File: config.mk
export PLATFORM = sky130hd
export DESIGN_NAME = sprite_line_scheduler_flat
export DESIGN_NICKNAME = d
export VERILOG_FILES = /design/src/rtl/sprite_line_scheduler_if.sv /design/src/rtl/sprite_line_scheduler.sv /design/src/flat_wrapper.sv
export SDC_FILE = /design/constraint.sdc
export NUM_CORES = 1
export LEC_CHECK = 0
export BUFFER_PORTS_ARGS = -buffer_cell sky130_fd_sc_hd__buf_4
export CORE_UTILIZATION = 49
export CTS_CLUSTER_DIAMETER = 100
export DETAILED_ROUTE_END_ITERATION = 6
export PLACE_DENSITY = 0.74
export SYNTH_ARGS = -nofsm -noshare
export SYNTH_HDL_FRONTEND = slang
export SYNTH_SLANG_ARGS = --single-unit
File: constraint.sdc
create_clock -name Clk -period 5.8 [get_ports Clk]
set_input_delay 1.16 -clock Clk [delete_from_list [all_inputs] [get_ports Clk]]
set_output_delay 1.16 -clock Clk [all_outputs]
set_load 0.01 [all_outputs]
File: src/rtl/sprite_line_scheduler_if.sv
// Object-table, sprite-RAM and line-buffer signals shared between the
// scanline compositor (master) and its memories/object table (slave).
interface sprite_line_scheduler_if #(
    parameter int unsigned NUM_OBJ = 8
);
    localparam int unsigned IDX_W = (NUM_OBJ > 1) ? $clog2(NUM_OBJ) : 1;

    logic [IDX_W-1:0] obj_idx;
    logic             obj_valid;
    logic [1:0]       obj_type;
    logic [10:0]      obj_x;
    logic [9:0]       obj_y;

    logic [18:0]      spr_addr;
    logic [4:0]       frog_data;
    logic [4:0]       car_data;
    logic [4:0]       log_data;

    logic             lb_we;
    logic [9:0]       lb_addr;
    logic [4:0]       lb_data;

    modport master (
        output obj_idx, spr_addr, lb_we, lb_addr, lb_data,
        input  obj_valid, obj_type, obj_x, obj_y, frog_data, car_data, log_data
    );

    modport slave (
        input  obj_idx, spr_addr, lb_we, lb_addr, lb_data,
        output obj_valid, obj_type, obj_x, obj_y, frog_data, car_data, log_data
    );
endinterface

File: src/rtl/sprite_line_scheduler.sv
// Per-scanline sprite compositor: clears a line buffer, then draws every object
// covering the requested line in table order so higher indices win.
module sprite_line_scheduler #(
    parameter int unsigned NUM_OBJ = 8,
    parameter int unsigned LINE_W  = 640,
    parameter int unsigned SPR_H   = 28,
    parameter int unsigned FROG_W  = 28,
    parameter int unsigned CAR_W   = 56,
    parameter int unsigned LOG_W   = 112,
    parameter logic [4:0]  TRANSP  = 5'h00
) (
    input  logic       Clk,
    input  logic       Reset,
    input  logic       line_start,
    input  logic [9:0] line_y,
    output logic       busy,
    output logic       done,
    output logic       overrun,
    sprite_line_scheduler_if.master bus
);
    localparam int unsigned IDX_W = (NUM_OBJ > 1) ? $clog2(NUM_OBJ) : 1;

    typedef enum logic [2:0] {
        IDLE  = 3'd0,
        CLEAR = 3'd1,
        EVAL  = 3'd2,
        DRAW  = 3'd3,
        FIN   = 3'd4
    } state_t;

    state_t           state_q, state_d;
    logic [9:0]       line_y_q, line_y_d;
    logic [9:0]       col_q, col_d;
    logic [IDX_W-1:0] idx_q, idx_d;
    logic [1:0]       type_q, type_d;
    logic [10:0]      x_q, x_d;
    logic [11:0]      base_q, base_d;
    logic             lb_we_q, lb_we_d;
    logic [9:0]       lb_addr_q, lb_addr_d;
    logic [4:0]       lb_data_q, lb_data_d;
    logic             busy_q, busy_d;
    logic             done_q, done_d;
    logic             overrun_q, overrun_d;

    logic [9:0]         row;
    logic               hit;
    logic [9:0]         w_eval;
    logic [9:0]         w_draw;
    logic               last_obj;
    logic [4:0]         pix;
    logic signed [11:0] px;
    logic               px_ok;
    logic               accept;

    function automatic logic [9:0] spr_w(input logic [1:0] t);
        case (t)
            2'd0:    return 10'(FROG_W);
            2'd1:    return 10'(CAR_W);
            default: return 10'(LOG_W);
        endcase
    endfunction

    // Row within the sprite wraps modulo 2^10, so lines above an object miss.
    assign row      = line_y_q - bus.obj_y;
    assign hit      = bus.obj_valid && (bus.obj_type != 2'd3) && (row < 10'(SPR_H));
    assign w_eval   = spr_w(bus.obj_type);
    assign w_draw   = spr_w(type_q);
    assign last_obj = (idx_q == IDX_W'(NUM_OBJ - 1));

    always_comb begin
        pix = TRANSP;
        case (type_q)
            2'd0:    pix = bus.frog_data;
            2'd1:    pix = bus.car_data;
            2'd2:    pix = bus.log_data;
            default: pix = TRANSP;
        endcase
    end

    assign px     = $signed({x_q[10], x_q}) + $signed({2'b00, col_q});
    assign px_ok  = !px[11] && (px[10:0] < 11'(LINE_W));
    // The done cycle still counts as finishing; new lines start only after it.
    assign accept = (state_q == IDLE) && !done_q;

    assign bus.spr_addr = (state_q == DRAW) ? (19'(base_q) + 19'(col_q)) : 19'd0;
    assign bus.obj_idx  = idx_q;
    assign bus.lb_we    = lb_we_q;
    assign bus.lb_addr  = lb_addr_q;
    assign bus.lb_data  = lb_data_q;
    assign busy         = busy_q;
    assign done         = done_q;
    assign overrun      = overrun_q;

    // Next-state and next-output logic.
    always_comb begin
        state_d   = state_q;
        line_y_d  = line_y_q;
        col_d     = col_q;
        idx_d     = idx_q;
        type_d    = type_q;
        x_d       = x_q;
        base_d    = base_q;
        lb_we_d   = 1'b0;
        lb_addr_d = lb_addr_q;
        lb_data_d = lb_data_q;
        busy_d    = busy_q;
        done_d    = 1'b0;
        overrun_d = overrun_q;

        if (line_start && !accept) begin
            overrun_d = 1'b1;
        end

        case (state_q)
            IDLE: begin
                if (line_start && accept) begin
                    line_y_d = line_y;
                    col_d    = 10'd0;
                    busy_d   = 1'b1;
                    state_d  = CLEAR;
                end
            end
            CLEAR: begin
                lb_we_d   = 1'b1;
                lb_addr_d = col_q;
                lb_data_d = TRANSP;
                if (col_q == 10'(LINE_W - 1)) begin
                    idx_d   = '0;
                    state_d = EVAL;
                end else begin
                    col_d = col_q + 10'd1;
                end
            end
            EVAL: begin
                if (hit) begin
                    type_d  = bus.obj_type;
                    x_d     = bus.obj_x;
                    base_d  = 12'(row) * 12'(w_eval);
                    col_d   = 10'd0;
                    state_d = DRAW;
                end else if (last_obj) begin
                    state_d = FIN;
                end else begin
                    idx_d = idx_q + IDX_W'(1);
                end
            end
            DRAW: begin
                if ((pix != TRANSP) && px_ok) begin
                    lb_we_d   = 1'b1;
                    lb_addr_d = px[9:0];
                    lb_data_d = pix;
                end
                if (col_q == w_draw - 10'd1) begin
                    if (last_obj) begin
                        state_d = FIN;
                    end else begin
                        idx_d   = idx_q + IDX_W'(1);
                        state_d = EVAL;
                    end
                end else begin
                    col_d = col_q + 10'd1;
                end
            end
            FIN: begin
                done_d  = 1'b1;
                busy_d  = 1'b0;
                state_d = IDLE;
            end
            default: state_d = IDLE;
        endcase
    end

    always_ff @(posedge Clk) begin
        if (Reset) begin
            state_q   <= IDLE;
            line_y_q  <= 10'd0;
            col_q     <= 10'd0;
            idx_q     <= '0;
            type_q    <= 2'd0;
            x_q       <= 11'd0;
            base_q    <= 12'd0;
            lb_we_q   <= 1'b0;
            lb_addr_q <= 10'd0;
            lb_data_q <= 5'd0;
            busy_q    <= 1'b0;
            done_q    <= 1'b0;
            overrun_q <= 1'b0;
        end else begin
            state_q   <= state_d;
            line_y_q  <= line_y_d;
            col_q     <= col_d;
            idx_q     <= idx_d;
            type_q    <= type_d;
            x_q       <= x_d;
            base_q    <= base_d;
            lb_we_q   <= lb_we_d;
            lb_addr_q <= lb_addr_d;
            lb_data_q <= lb_data_d;
            busy_q    <= busy_d;
            done_q    <= done_d;
            overrun_q <= overrun_d;
        end
    end
endmodule

File: src/flat_wrapper.sv
// flat-port wrapper written by rule: the top's interface ports become plain ports
module sprite_line_scheduler_flat 
#(
    parameter int unsigned NUM_OBJ = 8,
    parameter int unsigned LINE_W  = 640,
    parameter int unsigned SPR_H   = 28,
    parameter int unsigned FROG_W  = 28,
    parameter int unsigned CAR_W   = 56,
    parameter int unsigned LOG_W   = 112,
    parameter logic [4:0]  TRANSP  = 5'h00
)
  (Clk, Reset, line_start, line_y, busy, done, overrun, bus_obj_idx, bus_spr_addr, bus_lb_we, bus_lb_addr, bus_lb_data, bus_obj_valid, bus_obj_type, bus_obj_x, bus_obj_y, bus_frog_data, bus_car_data, bus_log_data);
  sprite_line_scheduler_if #(.NUM_OBJ(NUM_OBJ)) bus_i ();
  input  logic Clk;
  input  logic Reset;
  input  logic line_start;
  input  logic [9:0] line_y;
  output logic busy;
  output logic done;
  output logic overrun;
  output wire logic [$bits(bus_i.obj_idx)-1:0] bus_obj_idx;
  output wire logic [$bits(bus_i.spr_addr)-1:0] bus_spr_addr;
  output wire logic [$bits(bus_i.lb_we)-1:0] bus_lb_we;
  output wire logic [$bits(bus_i.lb_addr)-1:0] bus_lb_addr;
  output wire logic [$bits(bus_i.lb_data)-1:0] bus_lb_data;
  input wire logic [$bits(bus_i.obj_valid)-1:0] bus_obj_valid;
  input wire logic [$bits(bus_i.obj_type)-1:0] bus_obj_type;
  input wire logic [$bits(bus_i.obj_x)-1:0] bus_obj_x;
  input wire logic [$bits(bus_i.obj_y)-1:0] bus_obj_y;
  input wire logic [$bits(bus_i.frog_data)-1:0] bus_frog_data;
  input wire logic [$bits(bus_i.car_data)-1:0] bus_car_data;
  input wire logic [$bits(bus_i.log_data)-1:0] bus_log_data;
  assign bus_obj_idx = bus_i.obj_idx;
  assign bus_spr_addr = bus_i.spr_addr;
  assign bus_lb_we = bus_i.lb_we;
  assign bus_lb_addr = bus_i.lb_addr;
  assign bus_lb_data = bus_i.lb_data;
  assign bus_i.obj_valid = bus_obj_valid;
  assign bus_i.obj_type = bus_obj_type;
  assign bus_i.obj_x = bus_obj_x;
  assign bus_i.obj_y = bus_obj_y;
  assign bus_i.frog_data = bus_frog_data;
  assign bus_i.car_data = bus_car_data;
  assign bus_i.log_data = bus_log_data;
  sprite_line_scheduler #(.NUM_OBJ(NUM_OBJ), .LINE_W(LINE_W), .SPR_H(SPR_H), .FROG_W(FROG_W), .CAR_W(CAR_W), .LOG_W(LOG_W), .TRANSP(TRANSP)) u_core (.Clk(Clk), .Reset(Reset), .line_start(line_start), .line_y(line_y), .busy(busy), .done(done), .overrun(overrun), .bus(bus_i));
endmodule
==> summary.md <==
| Metric | Value |
|---|---|
| Outcome | finished clean |
| Initial antenna violation count | 0 |
| Clock Latency Late Sink | 330 ps |
| Primary FF master, synth | dfxtp_1 |
| Critical Path Stages | 22 |
| Hold Path Origin | u_core.line_y_q[4]$_SDFFE_PP0P_ |
| Layout area overhead | 18.4% |
| GPL Wtd Cong | 0.910 |
| Final Skew | 6.47 ps |
| Total grt overflow | 0 |
| Critical path cell sequence | buf_4 > ha_1 > inv_1 > fa_1 > a211oi_2 > o31ai_1 > a32o_1 > nor2_1 > ha_1 > fa_1 > inv_1 > fa_1 > inv_1 > ha_1 > ha_1 > a211oi_1 > o21bai_1 > a21oi_1 > xnor2_1 > xnor2_1 > xnor2_1 > a211oi_1 |
| Fill cells | 978 |
| Reg2reg end | u_core.base_q[11]$_SDFFE_PP0P_ |
| Vias | 4960 |
| Slowest cell delay on critical path | 520 ps |
| Leakage power | 2.97 nW |
| RSZ-0062 raised after global routing | no |
| Worst-case reg-to-reg path depth | 22 |
| Synthesis Warnings | 0 |
| Initial core utilization | 50.9% |
| Post-route cell area | 6620 um2 |
| Synth unique cells | 60 |
| Fin Hold WS | 461 ps |
| Cts bufs inserted | 9 |
| Worst vdd ir | 0.157 mV |
| Core Footprint | 11000 um2 |
| Pwr/cell area | 288 nW/um2 |
| Vias per inst | 5.37 |
| Crit path top cell by count | ha_1 |
| Post-Syn Area | 5600 um2 |
| Vias in the first global route | 4831 |
| Hold depth | 2 |
| Pre-antenna DRT Iters | 4 |
| Die height | 109 um |
| Post-synth ARST share | 0% |
| DIE WIDTH | 109 um |
| Max-cap check violation count | 0 |
| Row count | 38 |
| Root Buffer | clkbuf_16 |
| ANT cells | 0 |
| First-iteration detailed-routing DRC count | 214 |
| Per-cell routed wire length | 14.3 um |
| Largest net degree at the start of global routing | 63 |
| Clock transition at path regs | 50 ps |
| Worst-Margin Slew | 886 ps |
| Gr usage total | 23.6% |
| HPWL after detailed placement | 10.3 mm |
| Crit path launch type | input pin |
| Final Max Tran Viols | 0 |
| Avg Cell Area, Syn | 7.99 um2 |
| CP required | 6040 ps |
| Resize count post-CTS | 0 |
| Worst min path class | register to register |
| NumNets Final | 905 |
| Hold buffer count at CTS | 0 |
| Post-route DRC | 0 |
| CP Capture Type | register |
| Post-placement cell area | 6350 um2 |
| Post-CTS setup buffers | 0 |
| First-pass GRT wire length | 22.1 mm |
| Flop2flop setup slack | 870 ps |
| TritonCTS Sinks | 68 |
| Worst EP arrival | 5720 ps |
| Fin crit period | 5480 ps |
| Top cell family by delay on the critical path | adder cells |
| CTS tree | yes |
| H-tree depth | 3 |
| CP Max Fanout | 5 |
| Crit-path slowest cell | fa_1 |
| Syn Inst Count | 700 |
| Critical path class | input pin to register |
| Port Buffer Count | 86 |
| Die ar. | 11900 um2 |
| Number of flops mapped to enable cells by yosys | 0 |
| Sequential area share after synthesis | 24.3% |
| Layout cells sized above 1 | 21.6% |
| Synth Register Bits | 68 |
| Fin crit share | 94.5% |
| Final WL | 13.2 mm |
| Final Core Density | 60.3% |
| Highest Clock Rate | 183 MHz |
| Endpoints failing hold | 0 |
| Buf/Inv on CP | 4 |
| Detail Route Antenna Nets | 0 |
| Critical Path End | u_core.base_q[11]$_SDFFE_PP0P_ |
| Endpoints failing setup | 0 |
| Slew margin rel. | 40.8% |
| Crit path from | bus_obj_y[0] |
| Reg2reg start | u_core.line_y_q[0]$_SDFFE_PP0P_ |
| I/O Pins | 93 |
| Total power | 0.00191 W |
| Longest Clk Path Bufs | 2 |
[cell usage in the layout, fill, tap and decap left out, types with 3 or more instances in the layout]
| cell type | n |
|---|---|
| o21ai_0 | 21 |
| fa_1 | 18 |
| mux2i_1 | 18 |
| nand3_1 | 13 |
| nand2_1 | 83 |
| buf_4 | 97 |
| xor2_1 | 10 |
| o211ai_1 | 4 |
| a31oi_1 | 4 |
| nor4_1 | 4 |
| nand3b_1 | 3 |
| o21bai_1 | 7 |
| o31ai_1 | 4 |
| clkbuf_16 | 9 |
| a21oi_2 | 21 |
| inv_1 | 57 |
| nor3_1 | 5 |
| xnor2_1 | 25 |
| nand4_1 | 3 |
| and3_1 | 6 |
| or4_1 | 3 |
| nand4b_1 | 4 |
| a41oi_1 | 3 |
| nand2_2 | 19 |
| or3_1 | 7 |
| clkinv_2 | 4 |
| a211oi_1 | 6 |
| nand2b_1 | 8 |
| ha_1 | 55 |
| and2_1 | 6 |
| nor3b_1 | 3 |
| a21oi_1 | 55 |
| mux2_2 | 7 |
| nor2b_1 | 4 |
| conb_1 | 6 |
| nor2_1 | 77 |
| a21o_1 | 11 |
| dfxtp_1 | 68 |
[Yosys cell counts, drive strengths merged, types with 18 or more instances]
library cell / instances / area [um2]
dfxtp: 68 / 1360
nand2: 102 / 430
o21ai: 23 / 126
inv: 57 / 214
a21oi: 76 / 459
ha: 55 / 688
mux2i: 18 / 180
clkbuf: 20 / 75.1
xnor2: 26 / 235
nor2: 77 / 289
fa: 18 / 360
[through the flow]
step                setup TNS [ps]  instances  worst slack, ps
floorplan                        0        705              103
global placement                 0        909             52.3
detailed placement           -84.7        909            -84.7
CTS                              0        924              252
global route                     0        924             46.6
finish                           0        924              322
[state kept, by name, indices dropped and copies added, names as in the netlist, 2 cells and up]
| signal | count |
|---|---|
| u_core.x_q | 11 |
| u_core.bus.lb_data | 5 |
| u_core.bus.obj_idx | 3 |
| u_core.col_q | 10 |
| u_core.state_q | 3 |
| u_core.type_q | 2 |
| u_core.base_q | 10 |
| u_core.line_y_q | 10 |
| u_core.bus.lb_addr | 10 |
[area by class of cell]
| type | instances | area (um2) | share of cell area [%] |
|---|---|---|---|
| timing repair buffer | 97 | 728 | 11.0 |
| multi-input combinational | 547 | 3880 | 58.5 |
| sequential | 68 | 1360 | 20.6 |
| clock buffer | 10 | 239 | 3.61 |
| clock inverter | 5 | 28.8 | 0.434 |
| inverter | 57 | 214 | 3.23 |
| tap | 140 | 175 | 2.64 |
[how the worst min path moves through the flow]
stage,slack [ps],to
floorplan,440,u_core.base_q[5]$_SDFFE_PP0P_
CTS,460,u_core.line_y_q[6]$_SDFFE_PP0P_
global placement,440,u_core.base_q[5]$_SDFFE_PP0P_
global route,470,u_core.line_y_q[4]$_SDFFE_PP0P_
detailed placement,450,u_core.line_y_q[6]$_SDFFE_PP0P_
finish,460,u_core.line_y_q[4]$_SDFFE_PP0P_
[metal layers]
metal | GRT usage, % | wire length, um
met5 | 0 | 0
met4 | 6.18 | 163
met3 | 4.96 | 494
met2 | 41.7 | 6580
met1 | 28.9 | 6000
[power by group]
| group | internal, W | switching (W) |
|---|---|---|
| logic | 0.000448 | 0.000476 |
| registers | 0.000480 | 0.0000132 |
| clock network | 0.000296 | 0.000194 |
[worst min-delay path, cell delays in order, from the launching register on]
cell and delay, ps:
dfxtp_1 310, nand2_1 50, a21oi_1 50
[logic make-up (layout without fill, tap and decap cells)]
logic type      after synthesis  after routing  share of synthesized area [%]
simple gates                257            257                           22.2
compound gates              150            150                           17.5
buf+inv                      90            169                           6.80
fa+ha+maj                    73             73                           18.7
flops                        68             68                           24.3
xor+xnor                     36             36                           5.77
mux                          25             25                           4.63
other cells                   1              6                         0.0670
No activity file was read; power rests on OpenSTA's default activity.
